[config.mk]
export PLATFORM = sky130hd
export DESIGN_NAME = sum_latch_uart_tx_flat
export DESIGN_NICKNAME = d
export VERILOG_FILES = /design/src/rtl/sum_latch_uart_tx_pkg.sv /design/src/rtl/sum_latch_uart_tx_if.sv /design/src/rtl/sum_latch_uart_byte_tx.sv /design/src/rtl/sum_latch_uart_tx.sv /design/src/flat_wrapper.sv
export SDC_FILE = /design/constraint.sdc
export NUM_CORES = 1
export LEC_CHECK = 0
export CAP_MARGIN = 20
export CORE_ASPECT_RATIO = 0.7
export CORE_MARGIN = 2
export CORE_UTILIZATION = 35
export DETAILED_ROUTE_END_ITERATION = 10
export PLACE_DENSITY = 0.54
export SETUP_SLACK_MARGIN = 0.3
export SLEW_MARGIN = 10
export SYNTH_ARGS = -nofsm -noshare
export SYNTH_HDL_FRONTEND = slang
export SYNTH_HIERARCHICAL = 1
export SYNTH_SLANG_ARGS = --single-unit
[constraint.sdc]
create_clock -name clk -period 2.2 [get_ports clk]
set_input_delay 0.22 -clock clk [delete_from_list [all_inputs] [get_ports clk]]
set_output_delay 0.22 -clock clk [all_outputs]
set_load 0.01 [all_outputs]
[src/rtl/sum_latch_uart_tx_pkg.sv]
// Shared types and frame helpers for the sum-latch UART path.
// Optional macro SUMLATCH_PARITY_EN adds an even-parity bit (8E1 instead of 8N1).
package sum_latch_pkg;

  localparam int DATA_BITS = 8;

`ifdef SUMLATCH_PARITY_EN
  typedef enum logic [2:0] {
    ST_IDLE,
    ST_LOAD,
    ST_START,
    ST_DATA,
    ST_PARITY,
    ST_STOP,
    ST_NEXT
  } state_t;

  localparam int FRAME_BITS = 11;
`else
  typedef enum logic [2:0] {
    ST_IDLE,
    ST_LOAD,
    ST_START,
    ST_DATA,
    ST_STOP,
    ST_NEXT
  } state_t;

  localparam int FRAME_BITS = 10;
`endif

  function automatic int bytes_for(input int width);
    return (width + DATA_BITS - 1) / DATA_BITS;
  endfunction

  function automatic int frame_cycles(input int clks_per_bit);
    return FRAME_BITS * clks_per_bit;
  endfunction

endpackage

[src/rtl/sum_latch_uart_tx_if.sv]
// Operand bus, save strobes and UART/status outputs of the sum-latch UART path.
// The width of sum_out tracks DATA_W and NUM_OPS exactly as the core derives it.
interface sum_latch_uart_tx_if #(
  parameter int DATA_W  = 5,
  parameter int NUM_OPS = 2
);
  localparam int SUM_W = DATA_W + $clog2(NUM_OPS);

  logic [DATA_W-1:0]  data_input;
  logic [NUM_OPS-1:0] save_n;
  logic               uart_txd;
  logic               uart_tx_busy;
  logic [SUM_W-1:0]   sum_out;
  logic               sum_valid;
  logic [NUM_OPS-1:0] op_valid;

  modport master (
    output data_input,
    output save_n,
    input  uart_txd,
    input  uart_tx_busy,
    input  sum_out,
    input  sum_valid,
    input  op_valid
  );

  modport slave (
    input  data_input,
    input  save_n,
    output uart_txd,
    output uart_tx_busy,
    output sum_out,
    output sum_valid,
    output op_valid
  );

endinterface

[src/rtl/sum_latch_uart_byte_tx.sv]
// Bit-timing datapath for one UART byte: baud counter, bit index, parity and line mux.
// Sequencing comes from the parent FSM via 'phase'; SUMLATCH_PARITY_EN enables the parity slot.
module sum_latch_uart_byte_tx
  import sum_latch_pkg::*;
#(
  parameter int CLKS_PER_BIT = 434
) (
  input  logic       clk,
  input  logic       reset,
  input  logic       start,
  input  logic [7:0] data,
  input  state_t     phase,
  output logic       txd,
  output logic       bit_done,
  output logic       last_bit
);

  localparam int CNT_W = (CLKS_PER_BIT > 1) ? $clog2(CLKS_PER_BIT) : 1;
  localparam logic [CNT_W-1:0] BAUD_MAX = CNT_W'(CLKS_PER_BIT - 1);

  logic [CNT_W-1:0] baud_cnt;
  logic [2:0]       bit_idx;
  logic [7:0]       data_reg;
  logic             in_frame;

  always_comb begin
    in_frame = (phase == ST_START) || (phase == ST_DATA) || (phase == ST_STOP);
`ifdef SUMLATCH_PARITY_EN
    if (phase == ST_PARITY) in_frame = 1'b1;
`endif
  end

  assign bit_done = in_frame && (baud_cnt == BAUD_MAX);
  assign last_bit = (bit_idx == 3'd7);

  // Baud counter idles at zero outside a frame so every bit starts a full period.
  always_ff @(posedge clk or posedge reset) begin
    if (reset) begin
      baud_cnt <= '0;
      bit_idx  <= 3'd0;
      data_reg <= 8'd0;
    end else begin
      if (!in_frame || bit_done) baud_cnt <= '0;
      else                       baud_cnt <= baud_cnt + 1'b1;

      if (start) begin
        data_reg <= data;
        bit_idx  <= 3'd0;
      end else if ((phase == ST_DATA) && bit_done) begin
        bit_idx  <= bit_idx + 3'd1;
      end
    end
  end

  always_comb begin
    txd = 1'b1;
    case (phase)
      ST_START:  txd = 1'b0;
      ST_DATA:   txd = data_reg[bit_idx];
`ifdef SUMLATCH_PARITY_EN
      ST_PARITY: txd = ^data_reg;
`endif
      default:   txd = 1'b1;
    endcase
  end

endmodule

[src/rtl/sum_latch_uart_tx.sv]
// Latches NUM_OPS operands on active-low save strobes, adds them and sends the sum LSB byte first.
// Define SUMLATCH_PARITY_EN for 8E1 framing; default is 8N1.
module sum_latch_uart_tx
  import sum_latch_pkg::*;
#(
  parameter int DATA_W       = 5,
  parameter int NUM_OPS      = 2,
  parameter int CLKS_PER_BIT = 434
) (
  input logic               clk,
  input logic               reset,
  sum_latch_uart_tx_if.slave bus
);

  localparam int SUM_W     = DATA_W + $clog2(NUM_OPS);
  localparam int NUM_BYTES = bytes_for(SUM_W);
  localparam int SHIFT_W   = NUM_BYTES * DATA_BITS;
  localparam int IDX_W     = (NUM_BYTES > 1) ? $clog2(NUM_BYTES) : 1;
  localparam logic [IDX_W-1:0] LAST_IDX = IDX_W'(NUM_BYTES - 1);

  logic [NUM_OPS-1:0] sync1, sync2, prev, fall, op_valid;
  logic [DATA_W-1:0]  slots [NUM_OPS];
  logic [SUM_W-1:0]   sum, sum_reg;
  logic [SHIFT_W-1:0] shreg;
  logic [IDX_W-1:0]   byte_idx;
  logic               busy, sum_valid, launch, start;
  logic               txd, bit_done, last_bit;
  state_t             state;

  // Synchroniser flops idle high so releasing reset never looks like a falling strobe.
  always_ff @(posedge clk or posedge reset) begin
    if (reset) begin
      sync1 <= '1;
      sync2 <= '1;
      prev  <= '1;
    end else begin
      sync1 <= bus.save_n;
      sync2 <= sync1;
      prev  <= sync2;
    end
  end

  assign fall   = prev & ~sync2;
  assign launch = (state == ST_IDLE) && (&op_valid);

  // A save landing on the launch edge belongs to the next round, so it beats the clear.
  always_ff @(posedge clk or posedge reset) begin
    if (reset) begin
      op_valid <= '0;
      for (int i = 0; i < NUM_OPS; i++) slots[i] <= '0;
    end else begin
      for (int i = 0; i < NUM_OPS; i++) begin
        if (fall[i]) begin
          slots[i]    <= bus.data_input;
          op_valid[i] <= 1'b1;
        end else if (launch) begin
          op_valid[i] <= 1'b0;
        end
      end
    end
  end

  always_comb begin
    sum = '0;
    for (int i = 0; i < NUM_OPS; i++)
      sum = sum + {{(SUM_W - DATA_W){1'b0}}, slots[i]};
  end

  assign start = (state == ST_LOAD) || ((state == ST_NEXT) && (byte_idx != LAST_IDX));

  always_ff @(posedge clk or posedge reset) begin
    if (reset) begin
      state     <= ST_IDLE;
      sum_reg   <= '0;
      shreg     <= '0;
      byte_idx  <= '0;
      busy      <= 1'b0;
      sum_valid <= 1'b0;
    end else begin
      sum_valid <= 1'b0;
      case (state)
        ST_IDLE: begin
          if (launch) begin
            state     <= ST_LOAD;
            sum_reg   <= sum;
            shreg     <= SHIFT_W'(sum);
            byte_idx  <= '0;
            busy      <= 1'b1;
            sum_valid <= 1'b1;
          end
        end
        ST_LOAD:  state <= ST_START;
        ST_START: if (bit_done) state <= ST_DATA;
        ST_DATA: begin
          if (bit_done && last_bit) begin
`ifdef SUMLATCH_PARITY_EN
            state <= ST_PARITY;
`else
            state <= ST_STOP;
`endif
          end
        end
`ifdef SUMLATCH_PARITY_EN
        ST_PARITY: if (bit_done) state <= ST_STOP;
`endif
        ST_STOP: begin
          if (bit_done) begin
            state <= ST_NEXT;
            shreg <= shreg >> DATA_BITS;
          end
        end
        ST_NEXT: begin
          if (byte_idx == LAST_IDX) begin
            state <= ST_IDLE;
            busy  <= 1'b0;
          end else begin
            byte_idx <= byte_idx + 1'b1;
            state    <= ST_START;
          end
        end
        default: state <= ST_IDLE;
      endcase
    end
  end

  sum_latch_uart_byte_tx #(
    .CLKS_PER_BIT(CLKS_PER_BIT)
  ) u_byte_tx (
    .clk      (clk),
    .reset    (reset),
    .start    (start),
    .data     (shreg[7:0]),
    .phase    (state),
    .txd      (txd),
    .bit_done (bit_done),
    .last_bit (last_bit)
  );

  assign bus.uart_txd     = txd;
  assign bus.uart_tx_busy = busy;
  assign bus.sum_out      = sum_reg;
  assign bus.sum_valid    = sum_valid;
  assign bus.op_valid     = op_valid;

endmodule

[src/flat_wrapper.sv]
// flat-port wrapper written by rule: the top's interface ports become plain ports
module sum_latch_uart_tx_flat import sum_latch_pkg::*;
#(
  parameter int DATA_W       = 5,
  parameter int NUM_OPS      = 2,
  parameter int CLKS_PER_BIT = 434
)
  (clk, reset, bus_data_input, bus_save_n, bus_uart_txd, bus_uart_tx_busy, bus_sum_out, bus_sum_valid, bus_op_valid);
  sum_latch_uart_tx_if #(.DATA_W(DATA_W), .NUM_OPS(NUM_OPS)) bus_i ();
  input logic clk;
  input logic reset;
  input wire logic [$bits(bus_i.data_input)-1:0] bus_data_input;
  input wire logic [$bits(bus_i.save_n)-1:0] bus_save_n;
  output wire logic [$bits(bus_i.uart_txd)-1:0] bus_uart_txd;
  output wire logic [$bits(bus_i.uart_tx_busy)-1:0] bus_uart_tx_busy;
  output wire logic [$bits(bus_i.sum_out)-1:0] bus_sum_out;
  output wire logic [$bits(bus_i.sum_valid)-1:0] bus_sum_valid;
  output wire logic [$bits(bus_i.op_valid)-1:0] bus_op_valid;
  assign bus_i.data_input = bus_data_input;
  assign bus_i.save_n = bus_save_n;
  assign bus_uart_txd = bus_i.uart_txd;
  assign bus_uart_tx_busy = bus_i.uart_tx_busy;
  assign bus_sum_out = bus_i.sum_out;
  assign bus_sum_valid = bus_i.sum_valid;
  assign bus_op_valid = bus_i.op_valid;
  sum_latch_uart_tx #(.DATA_W(DATA_W), .NUM_OPS(NUM_OPS), .CLKS_PER_BIT(CLKS_PER_BIT)) u_core (.clk(clk), .reset(reset), .bus(bus_i));
endmodule
# ---- Yosys cells after proc, flatten, opt, wreduce, memory -nomap -nowiden
# Index checks and enable logic that the tools add are counted.
dict set report totals {
  register_bits 58
  out_inout_bits 11
  word_cells 82
}
dict set report op_classes {
  add_sub_neg 4
  order_cmp 1
  n_eq_ne 12
  muxes 25
  bitwise 2
  reduce_logical 22
}
# cell n
set op_table {}
lappend op_table {{$mux W3} 6}
lappend op_table {{$pmux W3 S6} 1}
lappend op_table {{$mux W8} 2}
lappend op_table {{$pmux W8 S2} 1}
lappend op_table {{$reduce_bool A2 Y1} 5}
lappend op_table {{$add A9 B1 Y9 const B} 1}
lappend op_table {{$eq A3 B3 Y1 const B} 3}
lappend op_table {{$eq A9 B9 Y1 const B} 1}
lappend op_table {{$mux W1} 9}
lappend op_table {{$mux W9} 1}
lappend op_table {{$ne A2 B1 Y1 const B} 4}
lappend op_table {{$add A5 B5 Y6} 1}
lappend op_table {{$eq A3 B2 Y1 const B} 2}
lappend op_table {{$pmux W1 S2} 3}
lappend op_table {{$reduce_and A2 Y1} 3}
lappend op_table {{$reduce_and A3 Y1} 2}
lappend op_table {{$logic_and A1 B1 Y1} 5}
lappend op_table {{$logic_or A1 B1 Y1} 4}
lappend op_table {{$lt A3 B4 Y1 const B} 1}
lappend op_table {{$reduce_and A4 Y1} 1}
lappend op_table {{$add A3 B1 Y3 const B} 1}
lappend op_table {{$bmux W1 S3} 1}
lappend op_table {{$eq A3 B1 Y1 const B} 1}
lappend op_table {{$logic_not A3 Y1} 1}
lappend op_table {{6 further kinds} 6}

# ---- Logic depth before layout (Yosys ltp)
dict set report logic_depth {
  word_depth 7
  depth_mapped 7
}

# ---- Modules after synthesis
# Netlist, hierarchy kept.
# mod instances cells_per_inst area_per_inst_um2 seq_area_each_um2
set modules_own_cells {}
lappend modules_own_cells {sum_latch_uart_tx 1 121 1498.9 883.3}
lappend modules_own_cells {sum_latch_uart_byte_tx 1 90 1044.8 500.5}

# ---- Least setup slack after synthesis
# No wires, ideal clock.
dict set report synth_path {
  kind {register -> register}
  from {reg u_core.state[0]}
  to {reg u_core.shreg[0]}
  setup_ns 0.121
  arrival_time_ns 1.544
  setup_slack_ns 0.535
  stages_incl_launch_ff 7
  path_buffers 0
  synth_period_minus_slack_ns 1.665
  cell_sequence {dfrtp_1 nor3b_1 nor2_1 nor3_1 and2_1 o21ai_2 a22o_1}
}
dict set report synth_between {
  elab_chain_len 6
  word_cells_on_any_way 13
  classes_between {eq/ne: 5; mux: 1; reduce/logical: 7}
}
# item line_no
set synth_lines {}
lappend synth_lines {{start: declaration} sum_latch_uart_tx.sv:28} ;# state_t state;
lappend synth_lines {{start signal: assignment} sum_latch_uart_tx.sv:73} ;# state <= ST_IDLE;
lappend synth_lines {{start signal: assignment} sum_latch_uart_tx.sv:84} ;# state <= ST_LOAD;
lappend synth_lines {{start signal: assignment} sum_latch_uart_tx.sv:92} ;# ST_LOAD: state <= ST_START;
lappend synth_lines {{$eq A3 B2 Y1} sum_latch_uart_byte_tx.sv:27} ;# in_frame = (phase == ST_START) || (phase == ST_DATA) || (phase == ST_STOP);
lappend synth_lines {{$logic_or A1 B1 Y1} sum_latch_uart_byte_tx.sv:27}
lappend synth_lines {{$logic_or A1 B1 Y1 *} sum_latch_uart_byte_tx.sv:27}
lappend synth_lines {{$logic_and A1 B1 Y1 *} sum_latch_uart_byte_tx.sv:33} ;# assign bit_done = in_frame && (baud_cnt == BAUD_MAX);
lappend synth_lines {{via u_core.bit_done} sum_latch_uart_tx.sv:27} ;# logic txd, bit_done, last_bit;
lappend synth_lines {{$ne A2 B1 Y1 (no line) *} --}
lappend synth_lines {{$reduce_and A3 Y1 (no line) *} --}
lappend synth_lines {{end signal: assignment} sum_latch_uart_tx.sv:86} ;# shreg <= SHIFT_W'(sum);
lappend synth_lines {{end signal: assignment} sum_latch_uart_tx.sv:109} ;# shreg <= shreg >> DATA_BITS;
lappend synth_lines {{end: declaration} sum_latch_uart_tx.sv:24} ;# logic [SHIFT_W-1:0] shreg;
# Mark *: on every way through the listed nets, which the timed path passes. The rest lies on a longest branch.
# A chain may end at the register's enable or synchronous reset.

# ---- Worst setup path after layout
dict set report layout_path {
  from {reg u_core.u_byte_tx.bit_idx[1]}
  to {out bus_uart_txd}
}
dict set report layout_between {
  elab_chain_len 3
}
# item line_no
set layout_lines {}
lappend layout_lines {{start: declaration} sum_latch_uart_byte_tx.sv:22} ;# logic [2:0] bit_idx;
lappend layout_lines {{start signal: assignment} sum_latch_uart_byte_tx.sv:50} ;# bit_idx <= bit_idx + 3'd1;
lappend layout_lines {{$bmux W1 S3} sum_latch_uart_byte_tx.sv:59} ;# ST_DATA: txd = data_reg[bit_idx];
lappend layout_lines {{$mux W1 (not written as such)} sum_latch_uart_byte_tx.sv:59}
lappend layout_lines {{$pmux W1 S2} sum_latch_uart_byte_tx.sv:57} ;# case (phase)
lappend layout_lines {{end: declaration} flat_wrapper.sv:14} ;# output wire logic [$bits(bus_i.uart_txd)-1:0] bus_uart_txd;
# Every way passes these cells. The select of a mux whose other input is x is not followed.

==> run summary <==
layout cells sized above 1 - 21.9%
clock latency on the worst-skew pair - 310 ps
pin count of the biggest net entering global routing - 36
clock buffer depth - 2
HPWL Detailed - 3.68 mm
die width - 106 um
Final Skew - 11.0 ps
FF-to-FF path depth - 7
top-area cell type share of the netlist area - 48.2%
static leakage - 1.29 nW
Vias/cell - 5.02
Worst Path Required - 1980 ps
Detail Route Antenna Nets - 0
Yosys warning count - 6
Max FO, Critical Path - 4
Initial Util - 37.0%
Reg power frac - 52.8%
final hold vios - 0
count leader, synth - dfrtp_1
routed wire length - 4.91 mm
pwr dens - 964 nW/um^2
WL met1 - 2.74 mm
Initial DRC Count - 70
number of max-cap violations - 0
final worst-path cycle share - 79.8%
CTS tree - yes
Clk pwr share - 19.5%
switching share of power - 31.6%
worst-margin pin slew - 596 ps
Setup violations, final - 0
Pint - 0.00196 W
Residual DRC - 0
sequential area share after synthesis - 54.4%
run status - complete, no violations
Setup CP Type - reg2out
Pre-antenna DRT Iters - 4
setup ws final - 444 ps
crit path launch type - register
cell row count - 25
GRT Overall Usage - 13.5%
H-tree Lvls - 2
# fillers - 684
clk sinks - 55
peak supply drop - 0.369 mV
DP Cell Count - 327
Vert. Die Dim - 75.3 um
Unique masters post-synth - 55
IO Port Bufs - 19
clk slew on worst S/H paths - 100 ps
Nets - 260
Die ar. - 7980 um^2
vias in the first global route - 1,635
NetSw - 0.000906 W
syn avg cell area - 12.1 um^2
antenna cells - 0
Ports - 20
Setup Slack @ Placement - 341 ps
EDFF count, synth - 0
global-route wire length before repair - 8.36 mm
GPL Wtd Cong - 0.752
top cells by count, synth - dfrtp_1 (49), nand2_1 (18), mux2_2 (15)
area grow syn2layout - 16.8%
hold crit path type - in2async
Tmin final - 1760 ps
Top FF cell, synth - dfrtp_1
Fmax - 570 MHz
Slew Viols, Final - 0
initial antenna violation count - 0
Post-Synthesis Cells - 211
largest cells by area after synthesis - dfrtp_1 (48%), mux2_2 (6.6%), dfstp_2 (6.2%)
Met3 Routed Length - 157 um
crit path capture type - output port
Vias - 1,686
combinational share of power - 27.7%
RR Endpoint - u_core/shreg[1]
routed length on met2 - 1.97 mm
Largest register FFs - 10
asr flop ratio synth - 100%
unrepaired setup endpoints after global routing - false
Max Used Layer - met4
number of non-filler instances in the completed layout - 336
PnR Total Power - 0.00286 W
per-cell routed wire length - 14.6 um
Worst R2R Start - u_core/u_byte_tx/baud_cnt[1]
post-synthesis register bit count - 55
worst path arrival time - 1540 ps
FF-to-FF setup slack - 480 ps
total CTS buffers - 5
GRT overflow - 0
CTS root buffer - clkbuf_8
core area - 6880 um^2
Post-Syn Area - 2540 um^2
relative slew slack - 60.3%
post-synth top area cell - dfrtp_1
setup_tns - 0 ps
[metrics by stage]
| step | area, um^2 | util [%] | hold WS (ps) |
|---|---|---|---|
| after global routing | 2970 | 43.2 | 289 |
| after global placement | 2870 | 41.7 | 346 |
| after floorplan | 2550 | - | 184 |
| after detailed placement | 2870 | 41.7 | 348 |
| after CTS | 2960 | 43.1 | 267 |
| final | 2970 | 43.2 | 261 |
[worst max-delay path by stage]
stage,endpoint,from,slack (ps)
2_1_floorplan,u_core/shreg[0],u_core/state[0],540
3_3_place_gp,bus_uart_txd,u_core/u_byte_tx/bit_idx[1],350
3_5_place_dp,u_core/shreg[1],u_core/state[2],340
4_1_cts,bus_uart_txd,u_core/u_byte_tx/bit_idx[1],310
5_1_grt,u_core/shreg[1],u_core/state[2],340
6_report,bus_uart_txd,u_core/u_byte_tx/bit_idx[1],440
[cell families after synthesis]
family / Yosys count / synth area share (%)
AOI/OAI and AO/OA: 47 / 12.6
xor gates and xnor gates: 4 / 1.38
adders and majority gates: 10 / 5.21
buffers and inverters: 11 / 2.21
DFF: 55 / 54.4
muxes: 18 / 8.56
other: 1 / 0.147
and+or+nand+nor: 65 / 15.4
[critical path, cell delays in order (launching register included)]
cell and delay (ps):
dfrtp_2 410, mux4_2 490, nor2_1 90, o21ai_0 100
clkbuf_2 140
[power by group through the flow]
stage / sequential [W] / combinational (W) / clock [W]
2_1_floorplan: 0.00149 / 0.000515 / 0
3_3_place_gp: 0.00154 / 0.000791 / 0
3_5_place_dp: 0.00153 / 0.000802 / 0
4_1_cts: 0.00152 / 0.000798 / 0.000580
5_1_grt: 0.00155 / 0.000884 / 0.000622
6_report: 0.00151 / 0.000793 / 0.000559
[final cells by class]
type	instances	area [um^2]	share of cell area, %
Clock buffer	5	68.8	2.32
Clock inverter	3	18.8	0.632
Sequential cell	55	1390	46.7
Inverter	8	30.0	1.01
Tap cell	94	118	3.96
Timing Repair Buffer	25	230	7.75
Multi-Input combinational cell	146	1120	37.7
[what timing repair did]
item / CTS / global route
buffers inserted: 1 / 0
hold buffers: 0 / 0
hold endpoints to repair: 0 / 0
resized for setup: 3 / 4
setup endpoints to repair: 1 / 8
[placed cells by master (no fill, tap or decap), types with 4 or more instances in the layout]
cell	Yosys	routed
clkbuf_8	0	5
dfrtp_1	49	47
nor2_1	8	8
a21oi_1	9	9
inv_1	7	7
mux2_2	15	15
nand3_1	5	5
o21ai_0	11	11
buf_4	0	6
or3_1	4	4
o31ai_1	5	5
clkdlybuf4s50_1	0	18
nand4_1	5	5
ha_1	9	9
nand2_1	18	18
dfstp_2	6	6
[layer usage]
layer	up-vias	global-route usage (%)
met2	18	18.3
met5	-	0
met3	5	3.25
met4	0	3.95
li1	831	-
met1	832	21.3
No activity file was read; power rests on OpenSTA's default activity.
==> RTL change 1: new RTL, config.mk and constraints unchanged <==
Make the reset (`reset`) synchronous in 4 clocked blocks.
--- a/src/rtl/sum_latch_uart_byte_tx.sv
+++ b/src/rtl/sum_latch_uart_byte_tx.sv
@@ -36,3 +36,3 @@
   // Baud counter idles at zero outside a frame so every bit starts a full period.
-  always_ff @(posedge clk or posedge reset) begin
+  always_ff @(posedge clk) begin
     if (reset) begin
--- a/src/rtl/sum_latch_uart_tx.sv
+++ b/src/rtl/sum_latch_uart_tx.sv
@@ -30,3 +30,3 @@
   // Synchroniser flops idle high so releasing reset never looks like a falling strobe.
-  always_ff @(posedge clk or posedge reset) begin
+  always_ff @(posedge clk) begin
     if (reset) begin
@@ -46,3 +46,3 @@
   // A save landing on the launch edge belongs to the next round, so it beats the clear.
-  always_ff @(posedge clk or posedge reset) begin
+  always_ff @(posedge clk) begin
     if (reset) begin
@@ -70,3 +70,3 @@
 
-  always_ff @(posedge clk or posedge reset) begin
+  always_ff @(posedge clk) begin
     if (reset) begin
Formal check against the unedited RTL: differs if reset is asserted again (counterexample within 4 cycles, from zero or initial values and one cycle with reset high); with reset held inactive, the same outputs for 10 cycles.
==> RTL change 1 against the original RTL <==
- sequential share of layout area decreased by 4.0 points
- clock power increased by 5.7%
- critical path type is now reg2reg
- wire length is 4.7% lower
- design area fell by 4.6%
- sequential cell count did not move
- synthesized area down 5.7%
- die area fell by 5.4%
- setup slack lost 0.0027 ns
- power down 27%
==> RTL change 1: results (changes against the original RTL) <==
<table>
<tr><th>Metric</th><th>Value</th></tr>
<tr><th colspan="2">Status</th></tr>
<tr><td>Result of the run</td><td>complete, no violations</td></tr>
<tr><th colspan="2">Placement</th></tr>
<tr><td>DP Cell Count</td><td>343 (+4.9%)</td></tr>
<tr><td>Final Wtd Congestion</td><td>0.773 (+2.8%)</td></tr>
<tr><th colspan="2">Synthesis</th></tr>
<tr><td>Commonest cells post-synth</td><td>45 x sky130_fd_sc_hd__dfxtp_1, 24 x sky130_fd_sc_hd__a21oi_1, 23 x sky130_fd_sc_hd__nor2_1</td></tr>
<tr><td>Number of enable flip-flop cells after synthesis</td><td>10 (+10)</td></tr>
<tr><td>Proportion of synthesized area in mux cells</td><td>5.21% (-3.3 points)</td></tr>
<tr><td>Share of the synthesized area in compound gates (AO/OA/AOI/OAI)</td><td>11.8% (-0.86 points)</td></tr>
<tr><td>Biggest area contributors in the synthesized netlist</td><td>sky130_fd_sc_hd__dfxtp_1 38%, sky130_fd_sc_hd__edfxtp_1 13%, sky130_fd_sc_hd__a21oi_1 5.0%, sky130_fd_sc_hd__ha_1 4.7%, sky130_fd_sc_hd__nor2_1 3.6%</td></tr>
<tr><td>Post-Syn Area per Cell</td><td>10.4 sq um (-14%)</td></tr>
<tr><th colspan="2">Final layout</th></tr>
<tr><td>Number of nets at the end of the flow</td><td>275 (+5.8%)</td></tr>
<tr><td>Fraction of layout cells with a size suffix above 1</td><td>14.8% (-7.1 points)</td></tr>
<tr><th colspan="2">GRT</th></tr>
<tr><td>Global-route met2 utilization</td><td>17.7% (-0.60 points)</td></tr>
<tr><td>Pin count of the biggest net entering global routing</td><td>33 (-8.3%)</td></tr>
<tr><td>Number of global-route vias before repair</td><td>1539 (-5.9%)</td></tr>
<tr><th colspan="2">Pwr</th></tr>
<tr><td>Switch Pwr</td><td>0.584 mW (-35%)</td></tr>
<tr><td>Max IR drop VDD</td><td>0.320 mV (-13%)</td></tr>
<tr><th colspan="2">Setup path</th></tr>
<tr><td>Start of the worst register-to-register path</td><td>u_core/slots[0][0]$_DFFE_PP_</td></tr>
<tr><td>Depth of the most critical reg-to-reg path</td><td>6 (-1)</td></tr>
<tr><td>Slack of the worst reg-to-reg path</td><td>0.44 ns (-0.04 ns)</td></tr>
<tr><td>Crit path to</td><td>u_core/shreg[4]$_SDFFE_PP0P_</td></tr>
<tr><th colspan="2">Routing</th></tr>
<tr><td>Length of routed met3 wiring</td><td>128 microns (-18%)</td></tr>
<tr><td>Routed length on met2</td><td>1870 microns (-5.2%)</td></tr>
<tr><td>Detailed-route via count</td><td>1667 (-1.1%)</td></tr>
<tr><td>Total iterations of the first detailed-routing run</td><td>5 (+1)</td></tr>
<tr><td>Via/cell ratio</td><td>4.75 (-5.4%)</td></tr>
<tr><th colspan="2">STA</th></tr>
<tr><td>Setup skew after layout</td><td>0.0111 ns (+0.000156 ns)</td></tr>
</table>
## RTL change 1: changes by cell type in the layout (fill, tap and decap cells not counted), sizes merged, moves of 9 or more
cell    delta
mux2      -17
a21oi     +15
dfrtp     -49
dfxtp     +45
o21ai      -9
nor2      +14
edfxtp    +10
## RTL change 1: how the worst min path moves through the flow
stage / from / endpoint / cells past startpoint
after CTS: u_core/sync1[0]$_SDFF_PP1_ / u_core/sync2[0]$_SDFF_PP1_ / 1
after floorplan: bus_save_n[0] / u_core/sync1[0]$_SDFF_PP1_ / 1
after global placement: u_core/sync1[0]$_SDFF_PP1_ / u_core/sync2[0]$_SDFF_PP1_ / 1
after global routing: u_core/sync1[1]$_SDFF_PP1_ / u_core/sync2[1]$_SDFF_PP1_ / 1
after detailed placement: u_core/sync1[0]$_SDFF_PP1_ / u_core/sync2[0]$_SDFF_PP1_ / 1
final: u_core/sync1[1]$_SDFF_PP1_ / u_core/sync2[1]$_SDFF_PP1_ / 1
## RTL change 1: cells by family after synthesis
group	count (synthesis)
XOR/XNOR	5
other	1
AO/OA/AOI/OAI	45
adder cells (fa/ha/maj)	10
AND/OR/NAND/NOR	94
flip-flops	55
buffers and inverters	11
multiplexers	10
## RTL change 1: final cells by class
type | instances | share of cell area [%]
Sequential cell | 55 | 42.7
Inverter | 3 | 0.398
Multi-Input combinational cell | 166 | 40.7
Clock inverter | 2 | 0.574
Tap cell | 94 | 4.15
Clock buffer | 6 | 2.92
Timing Repair Buffer | 25 | 8.57
## RTL change 1: metrics by stage
| step | cell area [sq um] | util (%) |
|---|---|---|
| 5_1_grt | 2830 | 42.3 |
| 6_report | 2830 | 42.3 |
| 3_3_place_gp | 2710 | 40.5 |
| 4_1_cts | 2820 | 42.1 |
| 2_1_floorplan | 2400 | - |
| 3_5_place_dp | 2710 | 40.5 |
## RTL change 1: power by group through the flow
| stage | logic (mW) | registers (mW) | clock network, mW |
|---|---|---|---|
| after CTS | 0.406 | 1.10 | 0.619 |
| after floorplan | 0.291 | 1.13 | 0 |
| after detailed placement | 0.408 | 1.12 | 0 |
| after global routing | 0.456 | 1.11 | 0.651 |
| final | 0.408 | 1.10 | 0.591 |
| after global placement | 0.408 | 1.12 | 0 |
## RTL change 1: critical path, stage by stage, from the launching register on
cell and delay [ns]:
sky130_fd_sc_hd__edfxtp_1 0.38, sky130_fd_sc_hd__ha_1 0.23, sky130_fd_sc_hd__fa_1 0.40, sky130_fd_sc_hd__a21o_1 0.17
sky130_fd_sc_hd__a21oi_1 0.16, sky130_fd_sc_hd__xor2_1 0.22, sky130_fd_sc_hd__o31ai_1 0.08
## RTL change 1: repair_timing
| action | CTS | global route |
|---|---|---|
| cloned | 0 | 0 |
| setup endpoints to repair | 2 | 3 |
| gates resized for setup | 4 | 8 |
==> RTL change 2: new RTL, config.mk and constraints unchanged <==
Made on the original files. Build with the macro `SUMLATCH_PARITY_EN` defined.
--- a/src/rtl/sum_latch_uart_tx_pkg.sv
+++ b/src/rtl/sum_latch_uart_tx_pkg.sv
@@ -2,2 +2,4 @@
 // Optional macro SUMLATCH_PARITY_EN adds an even-parity bit (8E1 instead of 8N1).
+`define SUMLATCH_PARITY_EN
+
 package sum_latch_pkg;
Formal check against the unedited RTL: no difference found for any inputs over 10 cycles, from zero or initial values and one cycle with reset high; that may be too few to reach the edited logic, so the function may still have changed.
==> RTL change 2 against the original RTL <==
- power is 8.4% higher
- design area is 1.6% higher
- sequential cell count stayed put
- combinational power is 32% higher
- utilization is 1.4 points lower
- global-route usage is 0.73 points lower
- wire length is 9.5% lower
- setup slack worse by 0.22 ns
- synthesized area is 1.3% higher
- clock skew is 0.0016 ns lower
- largest power group unchanged
==> RTL change 2: results (changes against the original RTL) <==
<table>
<tr><th>Metric</th><th>Value</th></tr>
<tr><th colspan="2">GRT</th></tr>
<tr><td>GR Util met1</td><td>18.4% (-2.9 points)</td></tr>
<tr><td>Global-route met2 utilization</td><td>18.8% (+0.52 points)</td></tr>
<tr><td>Overall global routing resource usage</td><td>12.8% (-0.73 points)</td></tr>
<tr><td>First-pass GRT wire length</td><td>7890 microns (-5.6%)</td></tr>
<tr><td>Global routing met3 resource utilization</td><td>3.51% (+0.26 points)</td></tr>
<tr><td>Number of global-route vias before repair</td><td>1627 (-0.49%)</td></tr>
<tr><th colspan="2">Floorplanning</th></tr>
<tr><td>Num rows</td><td>26 (+4.0%)</td></tr>
<tr><th colspan="2">Synthesis</th></tr>
<tr><td>Commonest cells post-synth</td><td>49 x sky130_fd_sc_hd__dfrtp_1, 17 x sky130_fd_sc_hd__nand2_1, 17 x sky130_fd_sc_hd__nor2_1</td></tr>
<tr><td>Biggest area contributors in the synthesized netlist</td><td>sky130_fd_sc_hd__dfrtp_1 48%, sky130_fd_sc_hd__dfstp_2 6.1%, sky130_fd_sc_hd__xnor2_1 5.1%, sky130_fd_sc_hd__ha_1 4.4%, sky130_fd_sc_hd__mux2_1 4.4%</td></tr>
<tr><td>Yosys cell types</td><td>47 (-15%)</td></tr>
<tr><td>Seq/Total Area, Yosys</td><td>53.7% (-0.69 points)</td></tr>
<tr><th colspan="2">Setup path</th></tr>
<tr><td>Endpoint of the most critical register-to-register path</td><td>u_core/shreg[3]$_DFFE_PP0P_</td></tr>
<tr><td>Depth of the most critical reg-to-reg path</td><td>8 (+1)</td></tr>
<tr><td>Worst path arrival time</td><td>1.76 ns (+0.22 ns)</td></tr>
<tr><td>Peak fanout along the critical path</td><td>2 (-2)</td></tr>
<tr><td>Slack of the worst reg-to-reg path</td><td>0.45 ns (-0.03 ns)</td></tr>
<tr><th colspan="2">Routing</th></tr>
<tr><td>Detailed-route wire length per cell</td><td>13.0 microns (-11%)</td></tr>
<tr><td>Via/cell ratio</td><td>4.52 (-9.9%)</td></tr>
<tr><td>Initial detailed-routing violation count</td><td>54 (-23%)</td></tr>
<tr><th colspan="2">Pwr</th></tr>
<tr><td>Leakage Power</td><td>1.37 nW (+6.1%)</td></tr>
<tr><td>Max IR drop VDD</td><td>0.378 mV (+2.4%)</td></tr>
<tr><th colspan="2">Placement</th></tr>
<tr><td>Worst slack at placement</td><td>0.163 ns (-0.177 ns)</td></tr>
<tr><td>Hpwl dp</td><td>3200 microns (-13%)</td></tr>
<tr><td>Final Wtd Congestion</td><td>0.747 (-0.67%)</td></tr>
<tr><th colspan="2">Final layout</th></tr>
<tr><td>Fillcell total</td><td>701 (+2.5%)</td></tr>
<tr><th colspan="2">STA</th></tr>
<tr><td>Setup skew after layout</td><td>0.00936 ns (-0.00160 ns)</td></tr>
<tr><th colspan="2">Status</th></tr>
<tr><td>Result of the run</td><td>complete, no violations</td></tr>
</table>
[RTL change 2: logic make-up after synthesis]
kind of cell    synth area share [%]
simple gates                    13.7
flops                           53.7
compound gates                  7.24
mux                             10.9
xor+xnor                        6.46
buf+inv                         2.72
fa+ha+maj                       5.15
other cells                    0.146
[RTL change 2: worst max path at each step]
stage	endpoint	slack, ns	depth (start not counted)
floorplan	u_core/u_byte_tx/data_reg[0]$_DFFE_PP0P_	0.48	5
global placement	bus_uart_txd	0.15	4
detailed placement	bus_uart_txd	0.16	4
CTS	bus_uart_txd	0.22	4
global route	bus_uart_txd	0.12	4
finish	bus_uart_txd	0.22	4
[RTL change 2: critical path, stage by stage, from the launching register on]
cell and delay (ns):
sky130_fd_sc_hd__dfrtp_1 0.37, sky130_fd_sc_hd__mux4_2 0.55, sky130_fd_sc_hd__a2111oi_4 0.31, sky130_fd_sc_hd__a211oi_1 0.07, sky130_fd_sc_hd__buf_2 0.15
[RTL change 2: area by class of cell]
type	instances	area [sq um]	share of cell area, %
multi-input combinational	146	1150	38.1
clock inverter	3	15.0	0.498
tap	98	123	4.06
timing repair buffer	28	253	8.37
sequential	55	1380	45.9
inverter	7	26.3	0.871
clock buffer	5	68.8	2.28
[RTL change 2: timing repair]
action | 4_1_cts | 5_1_grt
buffers inserted | 1 | 0
setup endpoints to repair | 1 | 4
pin swaps | 1 | 1
resized for setup | 6 | 2
endpoints found under the hold margin | 0 | 0
[RTL change 2: stage by stage]
| step | power [mW] | cells | hold slack (ns) | instance area (sq um) |
|---|---|---|---|---|
| floorplan | 2.27 | 215 | 0.184 | 2580 |
| global placement | 2.56 | 333 | 0.347 | 2910 |
| detailed placement | 2.58 | 333 | 0.347 | 2910 |
| CTS | 3.15 | 342 | 0.270 | 3010 |
| global route | 3.37 | 342 | 0.284 | 3020 |
| finish | 3.10 | 342 | 0.259 | 3020 |
[RTL change 2: metal layers]
layer	wire length [microns]	up-vias	part of all wire [%]
li1	-	784	-
met1	2430	743	55
met4	55	0	1.2
met5	0	-	0
met2	1830	15	41
met3	132	5	3.0
[RTL change 2: power by group]
group          switching, mW  total, mW  internal, mW  leakage, nW
Clock                  0.320      0.539         0.219       0.0477
Sequential             0.220       1.52          1.30        0.668
Combinational          0.438       1.05         0.611        0.656
Total                  0.978       3.10          2.13         1.37
